$ cat src/rtl/wish_unpack_pkg.sv
// Shared encodings for the wishbone pack/unpack bridges.
// State values and endian selectors common to both directions.
package wish_unpack_pkg;

  typedef enum logic {
    WISH_IDLE = 1'b0,
    WISH_SEND = 1'b1
  } wish_state_e;

  localparam int WISH_LITTLE = 1;
  localparam int WISH_BIG    = 0;

endpackage

$ cat src/rtl/wish_unpack.sv
// Wishbone bridge: splits one wide source word into NUM_PACK
// narrow beats presented in turn on the destination port.
module wish_unpack #(
  parameter int DATA_WIDTH    = 8,
  parameter int NUM_PACK      = 4,
  parameter int TGC_WIDTH     = 2,
  parameter int LITTLE_ENDIAN = 1,
  parameter int TGC_ON_ALL    = 1
) (
  input  logic                           clk_i,
  input  logic                           rst_n_i,
  input  logic                           s_stb_i,
  input  logic                           s_cyc_i,
  output logic                           s_ack_o,
  output logic                           s_stall_o,
  input  logic [DATA_WIDTH*NUM_PACK-1:0] s_dat_i,
  input  logic [TGC_WIDTH-1:0]           s_tgc_i,
  output logic                           d_stb_o,
  output logic                           d_cyc_o,
  input  logic                           d_ack_i,
  output logic [DATA_WIDTH-1:0]          d_dat_o,
  output logic [TGC_WIDTH-1:0]           d_tgc_o
);

  import wish_unpack_pkg::*;

  localparam int CW = $clog2(NUM_PACK);
  localparam int WW = DATA_WIDTH * NUM_PACK;
  localparam logic [CW-1:0] LAST = CW'(NUM_PACK - 1);

  wish_state_e          state;
  logic [CW-1:0]        cnt;
  logic [CW-1:0]        nxt;
  logic [WW-1:0]        buf_q;
  logic [TGC_WIDTH-1:0] tag_q;
  logic                 last;
  logic                 drain;
  logic                 free;

  function automatic logic [DATA_WIDTH-1:0] slice(
    input logic [WW-1:0] w,
    input logic [CW-1:0] k
  );
    logic [CW-1:0] j;
    j = (LITTLE_ENDIAN == WISH_LITTLE) ? k : LAST - k;
    return w[j*DATA_WIDTH +: DATA_WIDTH];
  endfunction

  function automatic logic [TGC_WIDTH-1:0] beat_tag(
    input logic [TGC_WIDTH-1:0] t,
    input logic [CW-1:0]        k
  );
    return (TGC_ON_ALL != 0 || k == LAST) ? t : '0;
  endfunction

  assign nxt       = cnt + CW'(1);
  assign last      = (state == WISH_SEND) && (cnt == LAST);
  assign drain     = d_stb_o & d_ack_i;
  // The last beat leaving frees the buffer in the same cycle.
  assign free      = (state == WISH_IDLE) || (last && drain);
  assign s_ack_o   = s_stb_i & s_cyc_i & rst_n_i & free;
  assign s_stall_o = s_cyc_i & s_stb_i & ~free;
  assign d_cyc_o   = d_stb_o;

  always_ff @(posedge clk_i) begin
    if (!rst_n_i) begin
      state   <= WISH_IDLE;
      cnt     <= '0;
      buf_q   <= '0;
      tag_q   <= '0;
      d_stb_o <= 1'b0;
      d_dat_o <= '0;
      d_tgc_o <= '0;
    end else if (s_ack_o) begin
      state   <= WISH_SEND;
      cnt     <= '0;
      buf_q   <= s_dat_i;
      tag_q   <= s_tgc_i;
      d_stb_o <= 1'b1;
      d_dat_o <= slice(s_dat_i, '0);
      d_tgc_o <= beat_tag(s_tgc_i, '0);
    end else if (drain) begin
      if (last) begin
        state   <= WISH_IDLE;
        d_stb_o <= 1'b0;
      end else begin
        cnt     <= nxt;
        d_dat_o <= slice(buf_q, nxt);
        d_tgc_o <= beat_tag(tag_q, nxt);
      end
    end
  end

endmodule

$ cat config.mk
export PLATFORM = sky130hd
export DESIGN_NAME = wish_unpack
export DESIGN_NICKNAME = d
export VERILOG_FILES = /design/src/rtl/wish_unpack_pkg.sv /design/src/rtl/wish_unpack.sv
export SDC_FILE = /design/constraint.sdc
export NUM_CORES = 1
export LEC_CHECK = 0
export BUFFER_PORTS_ARGS = -buffer_cell sky130_fd_sc_hd__buf_2
export CAP_MARGIN = 10
export CORE_ASPECT_RATIO = 0.6
export CORE_MARGIN = 2
export CORE_UTILIZATION = 51
export DETAILED_ROUTE_END_ITERATION = 8
export GPL_TIMING_DRIVEN = 0
export PLACE_DENSITY = 0.78
export RECOVER_POWER = 100
export SLEW_MARGIN = 20
export SYNTH_ARGS = -nofsm -noshare
export SYNTH_HDL_FRONTEND = slang
export SYNTH_SLANG_ARGS = --single-unit
$ cat constraint.sdc
create_clock -name clk_i -period 1.6 [get_ports clk_i]
set_input_delay 0.24 -clock clk_i [delete_from_list [all_inputs] [get_ports clk_i]]
set_output_delay 0.24 -clock clk_i [all_outputs]
set_load 0.005 [all_outputs]
Yosys cells after proc, flatten, opt, wreduce, memory -nomap -nowiden:

Cells that the tools add are included.

* bits in read-only memories: 0
* latch bits: 0
* memories kept: 0
* bits in writable memories: 0
* output and inout bits: 14
* register bits: 47
* logic and storage cells: 37
* bits of input ports: 39

* divide/modulo/power cells: 0
* multipliers: 0
* shifts and indexed selects: 1
* equal/unequal tests: 2
* reduce and logical (&&, ||, !) cells: 9
* bitwise logic cells: 9
* multiplexer cells: 9
* $add $sub $neg: 1
* order comparisons: 0

Operators with widths (count)
* indexed part select 32 x 6 -> 8 bit: 1
* two-way mux 8 bit: 3
* two-way mux 2 bit: 3
* AND reduction 2 bit: 3
* bitwise AND 1 bit: 5
* inverter 1 bit: 4
* nonzero test 2 bit: 2
* two-way mux 1 bit: 3
* adder 2 x 1 -> 2 bit (second input constant): 1
* == test 2 bit (second input constant): 1
* logical AND 1 bit: 2
* inequality test 2 bit (second input constant): 1
* OR reduction 2 bit: 1
* logical OR 1 bit: 1

Longest topological paths before layout:

* depth in word-level cells: 7
* depth in mapped cells: 8
* depth with buffers taken out: 6

Worst setup path before layout:

No wires, ideal clock.

* kind: reg2reg
* start: register cnt[0]
* end: register d_dat_o[2]
* data arrival time: 1.356 ns
* stages on the path, launching flop included: 6
* buffers on the path: 1
* setup slack: 0.110 ns
* period minus slack after synthesis: 1.490 ns
* required time: 1.466 ns
* path through: dfxtp_1 -> ha_1 -> buf_4 -> mux4_2 -> nand2_1 -> a31oi_1

RTL lines
* start: declaration: RTL line wish_unpack.sv:32 `logic [CW-1:0] cnt;`
* start signal: assignment: RTL line wish_unpack.sv:87 `cnt <= nxt;`
* adder 2 x 1 -> 2 bit: RTL line wish_unpack.sv:56 `assign nxt = cnt + CW'(1);`
* via nxt[1]: RTL line wish_unpack.sv:33 `logic [CW-1:0] nxt;`
* indexed part select 32 x 6 -> 8 bit: RTL line wish_unpack.sv:46 `return w[j*DATA_WIDTH +: DATA_WIDTH];`
* two-way mux 8 bit: RTL line wish_unpack.sv:83 `if (last) begin`
* two-way mux 8 bit: RTL line wish_unpack.sv:82 `end else if (drain) begin`
* two-way mux 8 bit: RTL line wish_unpack.sv:74 `end else if (s_ack_o) begin`
* end signal: assignment: RTL line wish_unpack.sv:80 `d_dat_o <= slice(s_dat_i, '0);`
* end signal: assignment: RTL line wish_unpack.sv:88 `d_dat_o <= slice(buf_q, nxt);`
* end: declaration: RTL line wish_unpack.sv:21 `output logic [DATA_WIDTH-1:0] d_dat_o,`

The timed path passes the listed nets, and every way through them passes these cells. The select of a mux whose other input is x is not followed.
A chain may end at the register's enable or synchronous reset.

Worst setup path in the final report:

* start: register cnt[0]
* end: output port s_ack_o

* longest elaborated chain between the ends: 5

Ends and longest elaborated chain
* == test 2 bit: RTL line wish_unpack.sv:57 `assign last = (state == WISH_SEND) && (cnt == LAST);`
* logical AND 1 bit: RTL line wish_unpack.sv:57
* logical AND 1 bit: RTL line wish_unpack.sv:60 `assign free = (state == WISH_IDLE) || (last && drain);`
* logical OR 1 bit: RTL line wish_unpack.sv:60
* bitwise AND 1 bit: RTL line wish_unpack.sv:61 `assign s_ack_o = s_stb_i & s_cyc_i & rst_n_i & free;`
* end: declaration: RTL line wish_unpack.sv:14 `output logic s_ack_o,`

Every way passes these cells.

==> impl_results.md <==
* Seq/Total Area, Yosys at 0.489
* Layout cell share with drive strength beyond 1 at 0.288
* Non-filler cells in the finished layout at 325
* Worst hold stages at 3
* Layout fillers at around 320
* CTS tree: done
* Post-Syn Area at between 1500 and 2000 um2
* All-Layer GR Usage at 0.225
* Clk_lat worst skew at approximately 0.30 ns
* Syn Area/Cell at about 8.9 um2
* Drt via density at approximately 5.3
* CP Cell Sequence: ha_4 > a21bo_2 > nand2b_4 > inv_8 > buf_2
* Crit path buf inv count at 2
* Root buf cell: clkbuf_8
* Worst hold path startpoint: s_dat_i[24]
* Crit Path Max Fanout at 3
* Sink Count at 47
* Final core occ at 0.654
* Status: finished, final reports clean
* Setup violators final at 0
* Core area at approximately 3600 um2
* Initial antenna violation count at 0
* Worst-path clk slew at 0.08 ns
* First-pass GRT wire length at approximately 7200 um
* Routed Wire Length at 4520 um
* Achievable Freq at about 640 MHz
* Slew headroom at 0.675
* LEAKAGE at 1.09 nW
* Fin Clk Skew at 0.00215 ns
* Row cnt at 17
* Final #Nets at 317
* Pwr per Cell Area at ~960 nW/um2
* Unique masters post-synth at 25
* Iteration-0 DRC Markers at between 80 and 90
* Pin count of the biggest net entering global routing at 14
* Pins over their slew limit at 0
* Levels on crit path at 5
* P&R area growth vs syn at 23.5%
* #FFs+latches synth at 47
* Ports at 53
* Post-CTS Hold Fix Bufs at 0
* ANT nets after route at 0
* Dpl cells at approximately 320
* Yosys warns at 0
* Drt first pass iters at 4
* Chip height at ~52 um
* Top delay family on crit path: flip-flops
* Peak per-stage delay on the critical path at 0.34 ns
* WP data arrival at ~1.3 ns
* Vias in the first global route at between 1k and 1.5k
* Clock Path Buffers at 2
* Top cell type's share of synthesized area at 0.489
* Fin crit share at 0.969
* # DRC at 0
* Cell count of the worst reg-to-reg path at 5
* Fin. Hold Viols at 0
* Worst-Margin Slew at roughly 0.49 ns
* Crit path launch: cnt[0]
* Worst Setup End Kind: primary output
* Via count at roughly 1.7k
* Worst min path class: primary input to register
* H-Tree Depth at 2
* Mapped Cells at around 220
* WP data required at between 1 and 1.5 ns
* Top post-synthesis cells by area: dfxtp_1 49%, nand2_1 13%, mux4_2 9.4%
* CP startpoint kind: register
* Final Wtd Congestion at about 0.80
* Critical path class: register to primary output
* Area leader, netlist: dfxtp_1
* Initial core utilization at 0.529
* DR WL/cell at about 14 um
* CP max-delay cell: dfxtp_1
* Total grt overflow at 0
* Die Width at between 80 and 90 um
* Port bufs at 52
* Reg2reg start: cnt[1]
* Maximum vdd ir drop at 0.000497 V
* DP Wirelength at between 3000 and 4000 um
* Worst hold margin at about 0.11 ns
* Max_cap viols at 0
* Antenna diode count at 0
* Net count after synthesis at 256
* Tmin final at ~1.6 ns
* Total CTS buffers at 5
* Die area at 4300 um2
-- registers in the layout (all words and copies together), names as in the netlist --
signal   count
cnt          2
tag_q        2
buf_q       32
d_dat_o      8
state        1
d_tgc_o      2
-- final cells by class --
| cell class | instances | area, um2 | share of cell area |
|---|---|---|---|
| multi-input cells | 144 | 850 | 0.357 |
| clock buffers | 7 | 76.3 | 0.0321 |
| inverters | 9 | 41.3 | 0.0174 |
| well taps | 47 | 58.8 | 0.0247 |
| plain buffers | 13 | 96.3 | 0.0405 |
| repair buffers | 57 | 309 | 0.130 |
| flip-flops and latches | 47 | 941 | 0.396 |
| clock inverters | 1 | 5.00 | 0.00211 |
-- tightest hold or removal path: stages --
cell and delay (ns):
buf_2 0.07, nand2_1 0.04, nand2_1 0.04
-- through the flow --
| stage | cell area [um2] | worst slack (ns) | TNS (ns) | total power (W) |
|---|---|---|---|---|
| 2_1_floorplan | 1930 | 0.110 | 0 | 0.00147 |
| 3_3_place_gp | 2240 | 0.0116 | 0 | 0.00159 |
| 3_5_place_dp | 2240 | -0.00622 | -0.00622 | 0.00159 |
| 4_1_cts | 2340 | 0.0150 | 0 | 0.00227 |
| 5_1_grt | 2380 | -0.00275 | -0.00275 | 0.00237 |
| 6_report | 2380 | 0.0491 | 0 | 0.00228 |
-- Yosys cell counts, drive strengths merged --
cell type,number
a21boi,1
mux2i,3
nand3b,1
nand3,25
nand2,66
nor2,3
o21ai,18
a21bo,1
nor2b,3
nand2b,2
dfxtp,47
inv,9
a21oi,3
clkbuf,6
xor2,1
a31oi,8
mux4,8
ha,1
buf,10
-- metal layers --
| metal | global-route usage | vias to the layer above | routed length [um] |
|---|---|---|---|
| li1 | - | 844 | - |
| met1 | 0.319 | 794 | 2140 |
| met2 | 0.332 | 70 | 1950 |
| met3 | 0.0556 | 8 | 367 |
| met4 | 0.0956 | 0 | 66 |
| met5 | 0 | - | 0 |
-- power breakdown --
part	leakage (nW)	internal, W	switching (W)
logic	0.663	0.000151	0.000154
registers	0.385	0.00124	0.0000359
clock network	0.0422	0.000307	0.000394
-- kinds of logic (layout without fill, tap and decap cells) --
logic type | count (synthesis) | after routing | synth area share
AOI/OAI and AO/OA | 31 | 31 | 0.0897
xor gates and xnor gates | 1 | 1 | 0.00455
adders and majority gates | 1 | 1 | 0.00650
buffers and inverters | 25 | 87 | 0.0767
DFF | 47 | 47 | 0.489
muxes | 11 | 11 | 0.109
and+or+nand+nor | 100 | 100 | 0.225
-- what timing repair did --
action | in CTS | in global routing
pin swaps | 1 | 0
buffers inserted | 3 | 1
endpoints found under the setup margin | 6 | 19
gates cloned | 0 | 1
endpoints found under the hold margin | 0 | 0
resized for setup | 4 | 4
-- placed cells by master, fill, tap and decap left out, drive strengths merged --
master  instances
o21ai          18
xor2            1
nor2            3
mux2i           3
a21boi          1
ha              1
a31oi           8
buf            57
a21oi           3
dfxtp          47
nand2          66
mux4            8
clkbuf         20
nand3          25
nor2b           3
clkinv          1
inv             9
nand2b          2
nand3b          1
a21bo           1
-- path summary, 6_finish.rpt --
kind,to,slack (ns)
worst max-delay path,s_ack_o,0.05
worst min-delay path,buf_q[24],0.11
worst max register to register,d_dat_o[6],0.05
worst min register to register,buf_q[21],0.46
No activity file was read; power rests on OpenSTA's default activity.
